### src/rtl/multicycle_control.sv
// Multicycle MIPS control unit: Moore FSM that steers the datapath muxes
// and raises the PC/IR/regfile/memory write strobes for each instruction phase.
// Memory phases stall on mem_ready; reset forces every strobe low at once.
module multicycle_control (
  input  logic       clk,
  input  logic       reset,
  input  logic [5:0] opcode,
  input  logic       zero,
  input  logic       mem_ready,
  output logic       pc_write,
  output logic       pc_write_cond,
  output logic       i_or_d,
  output logic       mem_read,
  output logic       mem_write,
  output logic       ir_write,
  output logic       mem_to_reg,
  output logic       reg_dst,
  output logic       reg_write,
  output logic       alu_src_a,
  output logic [1:0] alu_src_b,
  output logic [1:0] alu_op,
  output logic [1:0] pc_source,
  output logic       instr_done,
  output logic       illegal_op,
  output logic [3:0] state
);

  localparam logic [5:0] OP_RTYPE = 6'h00;
  localparam logic [5:0] OP_LW    = 6'h23;
  localparam logic [5:0] OP_SW    = 6'h2B;
  localparam logic [5:0] OP_BEQ   = 6'h04;
  localparam logic [5:0] OP_J     = 6'h02;
  localparam logic [5:0] OP_ADDI  = 6'h08;

  typedef enum logic [3:0] {
    S_FETCH    = 4'd0,
    S_DECODE   = 4'd1,
    S_MEM_ADDR = 4'd2,
    S_MEM_RD   = 4'd3,
    S_MEM_WB   = 4'd4,
    S_MEM_WR   = 4'd5,
    S_EXEC     = 4'd6,
    S_R_WB     = 4'd7,
    S_BRANCH   = 4'd8,
    S_JUMP     = 4'd9,
    S_ADDI_EX  = 4'd10,
    S_ADDI_WB  = 4'd11
  } state_t;

  state_t state_q, state_d;

  // zero is consumed by the datapath through pc_write_cond; the FSM itself
  // never branches on it, so it is only folded into a dummy reduction here.
  logic unused_zero;
  assign unused_zero = zero;

  assign state = state_q;

  // State register; reset (even mid-instruction) restarts at FETCH.
  always_ff @(posedge clk) begin
    if (reset) state_q <= S_FETCH;
    else       state_q <= state_d;
  end

  // Next-state and Moore output decode; strobes are gated off during reset.
  always_comb begin
    state_d       = S_FETCH;
    pc_write      = 1'b0;
    pc_write_cond = 1'b0;
    i_or_d        = 1'b0;
    mem_read      = 1'b0;
    mem_write     = 1'b0;
    ir_write      = 1'b0;
    mem_to_reg    = 1'b0;
    reg_dst       = 1'b0;
    reg_write     = 1'b0;
    alu_src_a     = 1'b0;
    alu_src_b     = 2'd0;
    alu_op        = 2'd0;
    pc_source     = 2'd0;
    instr_done    = 1'b0;
    illegal_op    = 1'b0;
    case (state_q)
      S_FETCH: begin
        mem_read  = 1'b1;
        alu_src_b = 2'd1;
        ir_write  = mem_ready;
        pc_write  = mem_ready;
        state_d   = mem_ready ? S_DECODE : S_FETCH;
      end
      S_DECODE: begin
        alu_src_b = 2'd3;
        case (opcode)
          OP_LW, OP_SW: state_d = S_MEM_ADDR;
          OP_RTYPE:     state_d = S_EXEC;
          OP_BEQ:       state_d = S_BRANCH;
          OP_J:         state_d = S_JUMP;
          OP_ADDI:      state_d = S_ADDI_EX;
          default: begin
            state_d    = S_FETCH;
            illegal_op = 1'b1;
            instr_done = 1'b1;
          end
        endcase
      end
      S_MEM_ADDR: begin
        alu_src_a = 1'b1;
        alu_src_b = 2'd2;
        state_d   = (opcode == OP_SW) ? S_MEM_WR : S_MEM_RD;
      end
      S_MEM_RD: begin
        mem_read = 1'b1;
        i_or_d   = 1'b1;
        state_d  = mem_ready ? S_MEM_WB : S_MEM_RD;
      end
      S_MEM_WB: begin
        reg_write  = 1'b1;
        mem_to_reg = 1'b1;
        instr_done = 1'b1;
      end
      S_MEM_WR: begin
        mem_write  = 1'b1;
        i_or_d     = 1'b1;
        instr_done = mem_ready;
        state_d    = mem_ready ? S_FETCH : S_MEM_WR;
      end
      S_EXEC: begin
        alu_src_a = 1'b1;
        alu_op    = 2'd2;
        state_d   = S_R_WB;
      end
      S_R_WB: begin
        reg_write  = 1'b1;
        reg_dst    = 1'b1;
        instr_done = 1'b1;
      end
      S_BRANCH: begin
        alu_src_a     = 1'b1;
        alu_op        = 2'd1;
        pc_write_cond = 1'b1;
        pc_source     = 2'd1;
        instr_done    = 1'b1;
      end
      S_JUMP: begin
        pc_write   = 1'b1;
        pc_source  = 2'd2;
        instr_done = 1'b1;
      end
      S_ADDI_EX: begin
        alu_src_a = 1'b1;
        alu_src_b = 2'd2;
        state_d   = S_ADDI_WB;
      end
      S_ADDI_WB: begin
        reg_write  = 1'b1;
        instr_done = 1'b1;
      end
      default: state_d = S_FETCH;
    endcase
    if (reset) begin
      pc_write      = 1'b0;
      pc_write_cond = 1'b0;
      mem_read      = 1'b0;
      mem_write     = 1'b0;
      ir_write      = 1'b0;
      reg_write     = 1'b0;
      instr_done    = 1'b0;
      illegal_op    = 1'b0;
    end
  end

endmodule

### config.mk
export PLATFORM = sky130hd
export DESIGN_NAME = multicycle_control
export DESIGN_NICKNAME = d
export VERILOG_FILES = /design/src/rtl/multicycle_control.sv
export SDC_FILE = /design/constraint.sdc
export NUM_CORES = 1
export LEC_CHECK = 0
export ABC_AREA = 1
export CAP_MARGIN = 5
export CELL_PAD_IN_SITES_DETAIL_PLACEMENT = 1
export CELL_PAD_IN_SITES_GLOBAL_PLACEMENT = 1
export CORE_MARGIN = 2
export CORE_UTILIZATION = 21
export DETAILED_ROUTE_END_ITERATION = 8
export GPL_TIMING_DRIVEN = 0
export PLACE_DENSITY_LB_ADDON = 0.3
export SYNTH_ARGS = -nofsm -noshare
export SYNTH_HDL_FRONTEND = slang
export SYNTH_SLANG_ARGS = --single-unit
### constraint.sdc
create_clock -name clk -period 1.9 [get_ports clk]
set_clock_uncertainty 0.15 [all_clocks]
set_input_delay 0.475 -clock clk [delete_from_list [all_inputs] [get_ports clk]]
set_output_delay 0.475 -clock clk [all_outputs]
set_load 0.01 [all_outputs]
==> tab_implementation.tex <==
\begin{tabular}{lr}
\hline
Metric & Value \\
\hline
\multicolumn{2}{l}{\textbf{Layout}} \\
\quad Number of nets in the final layout & 196 \\
\quad Flip-flop count of the largest register after layout & 4 \\
\quad Area growth from synthesis to final layout & 137\% \\
\quad Post-layout instance area & 1280 µm² \\
\quad Area of combinational cells with multiple inputs & 529 µm² \\
\quad Share of cells above drive strength 1 & 0.543 \\
\quad Area taken by flip-flops and latches & 95.1 µm² \\
\quad Count of non-filler cells in the finished layout & 214 \\
\quad Total inserted antenna cells & 0 \\
\quad Filler Cells Inserted & 338 \\
\multicolumn{2}{l}{\textbf{Routing}} \\
\quad Detailed-route wire length & 3430 µm \\
\quad Per-cell via count in the routed design & 4.77 \\
\quad Number of antenna-violating nets in the routed design & 0 \\
\quad Routed WL per cell & 16.0 µm \\
\quad Number of iterations in the first detailed-routing pass & 3 \\
\quad Residual DRC & 0 \\
\quad Total number of vias & 1020 \\
\quad DRC marker count from the first detailed-route iteration & 3 \\
\multicolumn{2}{l}{\textbf{Power and ir drop}} \\
\quad Leak pwr & 0.714 nW \\
\quad Pwr/cell area & 273 nW/µm² \\
\quad Worst supply voltage drop on vdd & 0.266 mV \\
\multicolumn{2}{l}{\textbf{Worst setup path}} \\
\quad Startpoint type of the worst setup path & flip-flop \\
\quad Critical path's slowest cell & dfxtp\_4 \\
\quad Nature of the critical path endpoint & output pin \\
\quad Critical Path RT & 1270 ps \\
\quad Arrival time of the worst setup path & 1400 ps \\
\quad Buffering stage count on the worst path with inverters included & 2 \\
\quad Crit-path cells & inv\_2 > nand2\_4 > nor2\_2 > nor2\_2 > nand4\_1 > nand2\_1 > nand2\_1 > buf\_2 \\
\quad Slowest cell delay on critical path & 380 ps \\
\quad Crit Path Category & flip-flop to output pin \\
\quad Category of cells accounting for the largest share of critical-path delay & simple AND/OR/NAND/NOR gates \\
\quad Largest fanout on the critical path & 5 \\
\multicolumn{2}{l}{\textbf{Die}} \\
\quad Cell Rows & 18 \\
\quad Die Footprint & 2980 µm² \\
\quad Boundary pin count & 32 \\
\quad Std-Cell Core Area & 2450 µm² \\
\quad Width of the die & 54.6 µm \\
\quad Vert. Die Dim & 54.6 µm \\
\quad Initial Utilization & 0.219 \\
\multicolumn{2}{l}{\textbf{Logic synthesis}} \\
\quad Largest cells by area after synthesis & nand2\_1 24\%, nor2\_1 22\%, dfxtp\_1 15\% \\
\quad Library cell occupying the most area in the post-synthesis netlist & nand2\_1 \\
\quad Number of warning messages in the yosys log & 0 \\
\quad Post-synthesis cell area & 538 µm² \\
\quad Net Count, Synth & 125 \\
\quad Per-instance average area after synthesis & 4.68 µm² \\
\quad Synth cell count leaders & 35 x nand2\_1, 31 x nor2\_1, 20 x inv\_1, 11 x nand3\_1, 4 x dfxtp\_1 \\
\quad Share of synthesized registers carrying an async set or reset & 0 \\
\quad Area share of the largest cell type after synthesis & 0.244 \\
\quad Most common cell in the synthesized netlist & nand2\_1 \\
\quad Number of enable-type register cells in the synthesized netlist & 0 \\
\quad Share of the yosys chip area belonging to registers & 0.149 \\
\quad Number of unique standard cell types used by synthesis & 13 \\
\quad Main flop type after synthesis & dfxtp\_1 \\
\quad Count of mapped cells out of synthesis & 115 \\
\quad Post-synthesis sequential element count & 4 \\
\multicolumn{2}{l}{\textbf{Timing}} \\
\quad RSZ-0062 raised after global routing & true \\
\quad Achievable frequency & 494 MHz \\
\quad Max transition margin & 0.826 \\
\quad Clock period minus worst slack & 2030 ps \\
\quad Final-report max-slew violation count & 0 \\
\quad Period utilization & 1.07 \\
\quad Setup WS post-layout & -125 ps \\
\quad Final total negative setup slack & -354 ps \\
\quad Actual slew at the worst max-slew pin & 260 ps \\
\quad Setup violators final & 7 \\
\quad Fin. Hold Viols & 0 \\
\multicolumn{2}{l}{\textbf{GRT}} \\
\quad Overall routing resource usage & 0.213 \\
\quad Largest net degree at the start of global routing & 6 \\
\quad Via count of the first global-routing pass & 956 \\
\quad Leftover overflow at the end of global routing & 0 \\
\quad Initial antenna violation count & 0 \\
\quad Wire length of the first global-routing pass & 4440 µm \\
\multicolumn{2}{l}{\textbf{Min path}} \\
\quad Class of the worst hold path & flip-flop to flip-flop \\
\multicolumn{2}{l}{\textbf{Clock tree}} \\
\quad CTS buffer count & 3 \\
\quad Library cell used as clock root buffer & clkbuf\_4 \\
\quad Number of hold buffers added after CTS & 0 \\
\quad TritonCTS clock tree & yes \\
\quad Maximum clock path buffer count & 2 \\
\quad H-tree levels & 1 \\
\quad Clock-pin transition on the worst setup and hold timing paths & 40 ps \\
\quad Number of clock sinks & 4 \\
\quad Worst-Skew Late Latency & 240 ps \\
\multicolumn{2}{l}{\textbf{Placement}} \\
\quad Minimum setup slack after placement & -885 ps \\
\quad Final GP Congestion & 0.811 \\
\quad Placed cell areas & 876 µm² \\
\quad PortBufs & 30 \\
\quad Placed wire-length estimate after detailed placement & 1670 µm \\
\quad Placed Cells incl. Taps & 175 \\
\multicolumn{2}{l}{\textbf{Status}} \\
\quad Status & finished, violations left \\
\quad Violations in the final reports & setup timing \\
\multicolumn{2}{l}{\textbf{Job}} \\
\quad \# Max-Cap Violations & 0 \\
\hline
\end{tabular}
[routing by layer]
layer	track usage	vias up	part of all wire
met3	0.0437	14	0.039
met4	0.0750	0	0.034
met5	0	-	0
met2	0.381	33	0.51
met1	0.246	483	0.42
li1	-	490	-
[worst min-delay path: cells and delay by family (launching register included)]
kind                   cells  cell delay, ps
AO/OA/AOI/OAI              1              50
buffers and inverters      1             110
flip-flops                 1             380
AND/OR/NAND/NOR            3             170
[placed cells by master, fill, tap and decap left out, drive strengths merged, types with 2 or more instances in the layout]
| master | n |
|---|---|
| nor2 | 35 |
| dfxtp | 4 |
| dlygate4sd2 | 7 |
| a21oi | 2 |
| buf | 52 |
| clkbuf | 6 |
| inv | 21 |
| o21ai | 5 |
| clkdlybuf4s50 | 3 |
| nand3 | 11 |
| nand2 | 35 |
[power by group]
part | internal (W) | total [W] | switching (W) | leakage [nW]
clock | 0.0000708 | 0.000107 | 0.0000364 | 0.0138
combinational | 0.0000733 | 0.000157 | 0.0000839 | 0.664
sequential | 0.0000821 | 0.0000844 | 0.00000232 | 0.0355
total | 0.000226 | 0.000349 | 0.000123 | 0.714
[through the flow]
stage / total power (W) / hold slack, ps / util
6_report: 0.000349 / 587 / 0.520
5_1_grt: 0.000370 / 630 / 0.520
4_1_cts: 0.000325 / 532 / 0.469
3_5_place_dp: 0.000187 / 585 / 0.357
3_3_place_gp: 0.000186 / 575 / 0.357
2_1_floorplan: 0.000134 / 490 / -
[layout make-up]
cell class / instances / share of cell area
buffer: 1 / 0.00881
clock buffer: 3 / 0.0176
inverter: 21 / 0.0637
multi-input combinational: 89 / 0.414
sequential: 4 / 0.0744
tap: 30 / 0.0294
timing repair buffer: 66 / 0.392
[cells by family after synthesis]
family	count (synthesis)	synth area share
buffers and inverters	22	0.156
AO/OA/AOI/OAI	7	0.0651
flip-flops	4	0.149
AND/OR/NAND/NOR	82	0.630
[timing repair]
action,4_1_cts,5_1_grt
cloned,1,0
buffers inserted,26,10
endpoints found under the setup margin,18,13
resized for setup,117,29
pin swaps,13,17
[final timing paths]
check / start / end / cells past startpoint / slack, ps
max: state[3] / instr_done / 8 / -130
min: state[3] / state[3] / 5 / 590
max reg2reg: state[2] / state[1] / 11 / 260
min reg2reg: state[3] / state[3] / 5 / 590
(Power assumes the default switching activity.)
